File: src/rtl/ovl_pkg.sv
// Shared definitions for the multi-channel OVL checker: mode and state
// encodings, parameter defaults and a small mode-decode helper.
package ovl_pkg;

  localparam int DEF_NUM_CH = 4;
  localparam int DEF_CKS_W  = 3;
  localparam int DEF_CNT_W  = 8;

  typedef enum logic [1:0] {
    MODE_NEXT   = 2'b00,
    MODE_WINDOW = 2'b01,
    MODE_ALWAYS = 2'b10,
    MODE_NEVER  = 2'b11
  } mode_e;

  typedef enum logic {
    ST_IDLE  = 1'b0,
    ST_ARMED = 1'b1
  } state_e;

  // NEXT and WINDOW need the armed/count sequence; ALWAYS and NEVER do not.
  function automatic logic is_timed(input mode_e mode);
    return (mode == MODE_NEXT) || (mode == MODE_WINDOW);
  endfunction

endpackage

File: src/rtl/ovl_check_ch.sv
// One checker channel: IDLE/ARMED FSM with a down-counter for the timed
// modes, plus the combinational fire decode for all four modes.
module ovl_check_ch
  import ovl_pkg::*;
#(
  parameter int CKS_W = DEF_CKS_W
) (
  input  logic             clk,
  input  logic             rst,
  input  logic             enable,
  input  logic [CKS_W-1:0] num_cks,
  input  logic             start_event,
  input  logic             test_expr,
  input  logic [1:0]       select,
  output logic             fire,
  output logic             invalid
);

  localparam logic [CKS_W-1:0] CNT_ZERO = {CKS_W{1'b0}};
  localparam logic [CKS_W-1:0] CNT_ONE  = CKS_W'(1);

  state_e           state_r, state_nxt_s;
  mode_e            mode_r, mode_nxt_s;
  mode_e            cur_mode_s;
  logic [CKS_W-1:0] cnt_r, cnt_nxt_s;
  logic             check_s;
  logic             fire_s;

  assign cur_mode_s = mode_e'(select);
  assign invalid    = (num_cks == CNT_ZERO) && !select[1];
  assign check_s    = (cnt_r == CNT_ONE);
  assign fire       = fire_s & ~rst;

  // Next-state, counter and fire decode; the mode in force while armed is the one latched at arm time.
  always_comb begin
    state_nxt_s = state_r;
    mode_nxt_s  = mode_r;
    cnt_nxt_s   = cnt_r;
    fire_s      = 1'b0;
    if (invalid) begin
      state_nxt_s = ST_IDLE;
      cnt_nxt_s   = CNT_ZERO;
    end else if (!enable) begin
      fire_s = 1'b0;
    end else begin
      case (state_r)
        ST_IDLE: begin
          if (!is_timed(cur_mode_s)) begin
            fire_s = (cur_mode_s == MODE_NEVER) ? test_expr : ~test_expr;
          end else if (start_event) begin
            state_nxt_s = ST_ARMED;
            mode_nxt_s  = cur_mode_s;
            cnt_nxt_s   = num_cks;
          end else begin
            cnt_nxt_s = CNT_ZERO;
          end
        end
        ST_ARMED: begin
          case (mode_r)
            MODE_NEXT: begin
              if (check_s) begin
                fire_s      = ~test_expr;
                state_nxt_s = ST_IDLE;
                cnt_nxt_s   = CNT_ZERO;
              end else begin
                cnt_nxt_s = cnt_r - CNT_ONE;
              end
            end
            MODE_WINDOW: begin
              if (test_expr) begin
                state_nxt_s = ST_IDLE;
                cnt_nxt_s   = CNT_ZERO;
              end else if (check_s) begin
                fire_s      = 1'b1;
                state_nxt_s = ST_IDLE;
                cnt_nxt_s   = CNT_ZERO;
              end else begin
                cnt_nxt_s = cnt_r - CNT_ONE;
              end
            end
            default: begin
              state_nxt_s = ST_IDLE;
              cnt_nxt_s   = CNT_ZERO;
            end
          endcase
        end
        default: begin
          state_nxt_s = ST_IDLE;
          cnt_nxt_s   = CNT_ZERO;
        end
      endcase
    end
  end

  // State, latched mode and counter registers.
  always_ff @(posedge clk or posedge rst) begin
    if (rst) begin
      state_r <= ST_IDLE;
      mode_r  <= MODE_NEXT;
      cnt_r   <= CNT_ZERO;
    end else begin
      state_r <= state_nxt_s;
      mode_r  <= mode_nxt_s;
      cnt_r   <= cnt_nxt_s;
    end
  end

endmodule

File: config.mk
export PLATFORM = sky130hd
export DESIGN_NAME = ovl_check_ch
export DESIGN_NICKNAME = d
export VERILOG_FILES = /design/src/rtl/ovl_pkg.sv /design/src/rtl/ovl_check_ch.sv
export SDC_FILE = /design/constraint.sdc
export NUM_CORES = 1
export LEC_CHECK = 0
export BUFFER_PORTS_ARGS = -buffer_cell sky130_fd_sc_hd__buf_2
export CAP_MARGIN = 0
export CORE_AREA = 4 4 41 43
export CTS_CLUSTER_DIAMETER = 30
export CTS_CLUSTER_SIZE = 40
export DETAILED_ROUTE_END_ITERATION = 8
export DIE_AREA = 0 0 45 47
export MAX_ROUTING_LAYER = met4
export SLEW_MARGIN = 20
export SYNTH_ARGS = -nofsm -noshare
export SYNTH_HDL_FRONTEND = slang
export SYNTH_SLANG_ARGS = --single-unit
File: constraint.sdc
create_clock -name clk -period 1.7 [get_ports clk]
set_input_delay 0.34 -clock clk [delete_from_list [all_inputs] [get_ports clk]]
set_output_delay 0.34 -clock clk [all_outputs]
set_load 0.1 [all_outputs]
Word-level counts from Yosys, hierarchy flattened --
Index checks and enable logic that the tools add are counted.
Word-level totals: register bits 6, bits in latches 0, RAM bits 0, memory bits (read-only) 0, input bits 10, output and inout bits 2, logic and storage cells 48, memories 0
Cells by class: add/sub/neg operators 1, multipliers 0, divide/modulo/power cells 0, magnitude comparators 0, equality and inequality tests 5, shift-type cells 0, multiplexer cells 25, bitwise logic cells 5, reduce and logical (&&, ||, !) cells 9
Operator list (count):
- 2-to-1 mux 3 bit | 6
- 2-to-1 mux 1 bit | 13
- case mux 3 bit (2 select lines) | 2
- case mux 1 bit (2 select lines) | 4
- AND reduction 5 bit | 1
- equality test 2 x 1 -> 1 bit (second input constant) | 2
- logical NOT 2 bit | 2
- NOT 1 bit | 4
- equality test 3 x 1 -> 1 bit (second input constant) | 1
- logical NOT 3 bit | 1
- != test 3 bit (second input constant) | 1
- subtractor 3 x 1 -> 3 bit (second input constant) | 1
- equality test 2 bit (second input constant) | 1
- AND reduction 2 bit | 1
- nonzero test 2 bit | 1
- AND 1 bit | 1
- logical AND 1 bit | 1
- logical NOT 1 bit | 1
- logical OR 1 bit | 1

Depth between registers and ports, before layout --
depth after elaboration 8, mapped depth 5

Worst setup path after synthesis --
No wires, ideal clock.
path kind input port to flip-flop, start point input port num_cks[1], end point register cnt_r[2], library setup time 123 ps, arrival 3976 ps, required time 1577 ps, slack -2399 ps, cell stages on the path 3, cells stage by stage nor4_1 a21oi_1 a32o_1
Between the ends: word-level cells in the longest chain between the ends 4, elaborated cells between the ends (all ways) 6
Ends and longest elaborated chain:
- start: declaration | RTL line ovl_check_ch.sv:11 | input logic [CKS_W-1:0] num_cks,
- logical NOT 3 bit * | RTL line ovl_check_ch.sv:30 | assign invalid = (num_cks == CNT_ZERO) && !select[1];
- logical AND 1 bit * | RTL line ovl_check_ch.sv:30
- != test 3 bit (no source line) / nonzero test 2 bit (equally long branches)
- AND reduction 2 bit (no source line)
- end signal: assignment | RTL line ovl_check_ch.sv:104 | cnt_r <= cnt_nxt_s;
- end: declaration | RTL line ovl_check_ch.sv:25 | logic [CKS_W-1:0] cnt_r, cnt_nxt_s;
Every way passes the cells marked *; elsewhere a longest branch is shown, timed or not. A chain may end at the register's enable or synchronous reset.

Worst setup path in the final report --
start point register cnt_r[1], end point output port fire
Between the ends: word-level cells in the longest chain between the ends 8, elaborated cells between the ends (all ways) 9
Ends and longest elaborated chain:
- equality test 3 x 1 -> 1 bit * | RTL line ovl_check_ch.sv:31 | assign check_s = (cnt_r == CNT_ONE);
- 2-to-1 mux 1 bit | RTL line ovl_check_ch.sv:73 | end else if (check_s) begin
- 2-to-1 mux 1 bit | RTL line ovl_check_ch.sv:70 | if (test_expr) begin
- case mux 1 bit (2 select lines) * | RTL line ovl_check_ch.sv:59 | case (mode_r)
- case mux 1 bit (2 select lines) * | RTL line ovl_check_ch.sv:46 | case (state_r)
- 2-to-1 mux 1 bit * | RTL line ovl_check_ch.sv:43 | end else if (!enable) begin
- 2-to-1 mux 1 bit * | RTL line ovl_check_ch.sv:40 | if (invalid) begin
- AND 1 bit * | RTL line ovl_check_ch.sv:32 | assign fire = fire_s & ~rst;
- end: declaration | RTL line ovl_check_ch.sv:15 | output logic fire,
Marked as above.

==> impl_metrics.sql <==
INSERT INTO impl_metrics (metric_group, metric, value, unit) VALUES
('route', 'vias_per_cell', '5.092', ''),
('worst_setup_path', 'regToRegEndpoint', 'mode_r[0]$_DFFE_PP0P_', ''),
('worst_setup_path', 'setup.reg_to_reg.worst_slack', '0.25', 'ns'),
('timing', 'period_minus_slack', '2.161', 'ns'),
('synth', 'yosys.area_share.simple', '23.50', '%'),
('outcome', 'outcome', 'finished with violations', ''),
('route', 'drt_first_iter_violations', '3', ''),
('cts', 'tritoncts_num_sinks', '6', ''),
('final_layout', 'finish.cell_count_without_fillers', '87', ''),
('timing', 'final_critical_path_setup_slack', '-0.4612', 'ns'),
('grt', 'global_route.usage.met1', '14.22', '%'),
('timing', 'unrepaired_setup_endpoints_after_global_routing', 'yes', ''),
('power_and_ir_drop', 'static_leakage', '0.3297', 'nW'),
('worst_setup_path', 'timing.rr.start', 'state_r$_DFFE_PP0P_', ''),
('synth', 'asyncSetResetFlopFracSynth', '100.0', '%'),
('synth', 'synth_compound_area_share', '23.21', '%'),
('worst_setup_path', 'timing.critical_path.arrival', '1.82', 'ns'),
('job', 'max_cap_viol_count', '0', ''),
('worst_setup_path', 'critPathKind', 'reg -> out', ''),
('cts', 'cts_tree', 'built', ''),
('place', 'placed_area', '679.4', 'sq um'),
('route', 'route.final.wire_length', '1.070', 'mm'),
('grt', 'global_route.peak_usage_layer', 'met2', ''),
('floorplan', 'initial_core_util', '33.56', '%'),
('synth', 'synth_cells', '45', ''),
('synth', 'synth-adder-area-share', '5.731', '%'),
('cts', 'numCtsBuffers', '3', ''),
('floorplan', 'floorplan.rows', '13', ''),
('route', 'remaining_antenna_violation_count_after_routing', '0', ''),
('cts', 'cts-resized-gates', '0', ''),
('worst_setup_path', 'required_time_at_the_endpoint_of_the_critical_path', '1.36', 'ns'),
('grt', 'overflow', '0', ''),
('synth', 'synth_flop_cell', 'sky130_fd_sc_hd__dfrtp_1', ''),
('final_layout', 'synthToLayoutAreaGrowth', '60.74', '%'),
('synth', 'synth_area_leaders', 'sky130_fd_sc_hd__dfrtp_1 (34%), sky130_fd_sc_hd__ha_1 (5.7%), sky130_fd_sc_hd__nand2b_1 (4.3%)', ''),
('floorplan', 'design.die.area', '2115', 'sq um'),
('outcome', 'failed_checks', 'setup timing', ''),
('floorplan', 'num_io_pins', '12', ''),
('final_layout', 'final_design_area_no_fill', '701.9', 'sq um'),
('route', 'drc', '0', ''),
('final_layout', 'fill_cells', '121', ''),
('grt', 'grt_max_degree', '10', ''),
('synth', 'synthXorXnorAreaFrac', '4.011', '%'),
('synth', 'yosys.area.top_type', 'sky130_fd_sc_hd__dfrtp_1', ''),
('final_layout', 'number_of_nets_in_the_final_layout', '86', ''),
('synth', 'synth.net_count', '57', ''),
('timing', 'worstMarginPinSlew', '0.3712', 'ns'),
('cts', 'clk_latency', '0.24', 'ns'),
('synth', 'number_of_enable_type_register_cells_in_the_synthesized_netlist', '0', ''),
('floorplan', 'die_y', '47', 'microns'),
('synth', 'syn_area', '436.7', 'sq um'),
('timing', 'setup_violations', '1', ''),
('worst_setup_path', 'worst-r2r-cell-count', '4', ''),
('synth', 'postSynthRegisterBits', '6', ''),
('floorplan', 'die_w', '45', 'microns'),
('synth', 'synth.distinct_cells', '29', ''),
('timing', 'max-slew-margin-rel', '74.98', '%'),
('synth', 'sequential_cell_area_fraction_in_the_yosys_report', '34.38', '%'),
('route', 'via_count', '443', ''),
('synth', 'synth_mux_area_share', '4.871', '%'),
('synth', 'synthDominantCellAreaShare', '34.38', '%'),
('synth', 'syn_area_per_cell', '9.704', 'sq um'),
('grt', 'initial_antenna_violation_count', '0', ''),
('worst_setup_path', 'crit_path_start_kind', 'flop', ''),
('grt', 'use_met2', '22.32', '%'),
('power_and_ir_drop', 'powerDensity', '1209', 'nW/um^2'),
('synth', 'ys.warnings.count', '0', ''),
('cts', 'root_buffer_cell', 'sky130_fd_sc_hd__clkbuf_4', ''),
('synth', 'synth_most_common_cell', 'sky130_fd_sc_hd__dfrtp_1', ''),
('grt', 'gr-usage-all-layers', '13.25', '%'),
('worst_hold_path', 'hp-class', 'in -> async', '');
==> worst max-delay path by stage <==
stage / startpoint / to / slack, ns / cells past startpoint
2_1_floorplan: cnt_r[1]$_DFFE_PP0P_ / fire / -0.60 / 5
3_3_place_gp: cnt_r[1]$_DFFE_PP0P_ / fire / -0.19 / 6
3_5_place_dp: cnt_r[1]$_DFFE_PP0P_ / fire / -0.20 / 6
4_1_cts: cnt_r[1]$_DFFE_PP0P_ / fire / -0.48 / 6
5_1_grt: cnt_r[1]$_DFFE_PP0P_ / fire / -0.51 / 6
6_report: cnt_r[1]$_DFFE_PP0P_ / fire / -0.46 / 6
==> flip-flops by register name, indices dropped and copies added (netlist names) <==
| signal | count |
|---|---|
| mode_r | 2 |
| state_r | 1 |
| cnt_r | 3 |
==> layout by cell type, fill, tap and decap left out, types with 3 or more instances in the layout <==
cell / netlist / routed
sky130_fd_sc_hd__nand2b_1: 3 / 3
sky130_fd_sc_hd__nand2_1: 3 / 3
sky130_fd_sc_hd__inv_1: 4 / 4
sky130_fd_sc_hd__buf_4: 0 / 14
sky130_fd_sc_hd__dfrtp_1: 6 / 6
sky130_fd_sc_hd__buf_2: 0 / 9
sky130_fd_sc_hd__clkbuf_4: 0 / 3
==> worst max-delay path: stages (launching register included) <==
cell and delay [ns]:
sky130_fd_sc_hd__dfrtp_1 0.37, sky130_fd_sc_hd__inv_1 0.07, sky130_fd_sc_hd__ha_1 0.14, sky130_fd_sc_hd__nor2b_4 0.15
sky130_fd_sc_hd__or3b_4 0.39, sky130_fd_sc_hd__a211oi_4 0.25, sky130_fd_sc_hd__buf_12 0.21
==> layer usage <==
layer  part of all wire [%]  vias up
li1                       -      225
met1                     43      211
met2                     52        7
met3                    4.5        0
met4                      0        0
met5                      0        -
==> stage by stage <==
stage	worst slack (ns)	utilization, %	TNS, ns
after floorplan	-0.5997	-	-1.280
after detailed placement	-0.2028	52.21	-0.2028
final	-0.4612	53.94	-0.4612
after global placement	-0.1861	52.21	-0.1861
after CTS	-0.4775	53.94	-0.4775
after global routing	-0.5081	53.94	-0.5081
==> logic make-up (layout without fill, tap and decap cells) <==
| group | count (synthesis) | after routing |
|---|---|---|
| xor+xnor | 2 | 2 |
| compound gates | 12 | 12 |
| fa+ha+maj | 2 | 2 |
| buf+inv | 5 | 32 |
| flops | 6 | 6 |
| simple gates | 16 | 16 |
| mux | 2 | 2 |
==> layout make-up <==
cell class	count	area (sq um)	area share, %
multi-input cells	34	305.3	43.49
repair buffers	25	190.2	27.09
flip-flops and latches	6	150.1	21.39
clock buffers	3	22.52	3.209
well taps	15	18.77	2.674
inverters	4	15.01	2.139
==> where the power goes <==
| group | total, mW | internal, mW | switching [mW] |
|---|---|---|---|
| clock network | 0.128 | 0.0796 | 0.0482 |
| logic | 0.484 | 0.272 | 0.211 |
| registers | 0.237 | 0.199 | 0.0379 |
==> repair_timing <==
action                                 CTS  global route
hold buffers                             0             0
cloned                                   0             0
buffers inserted                         0             0
endpoints found under the hold margin    0             0
setup endpoints to repair                1             1
Note: power is estimated with default switching activity, not from simulation.
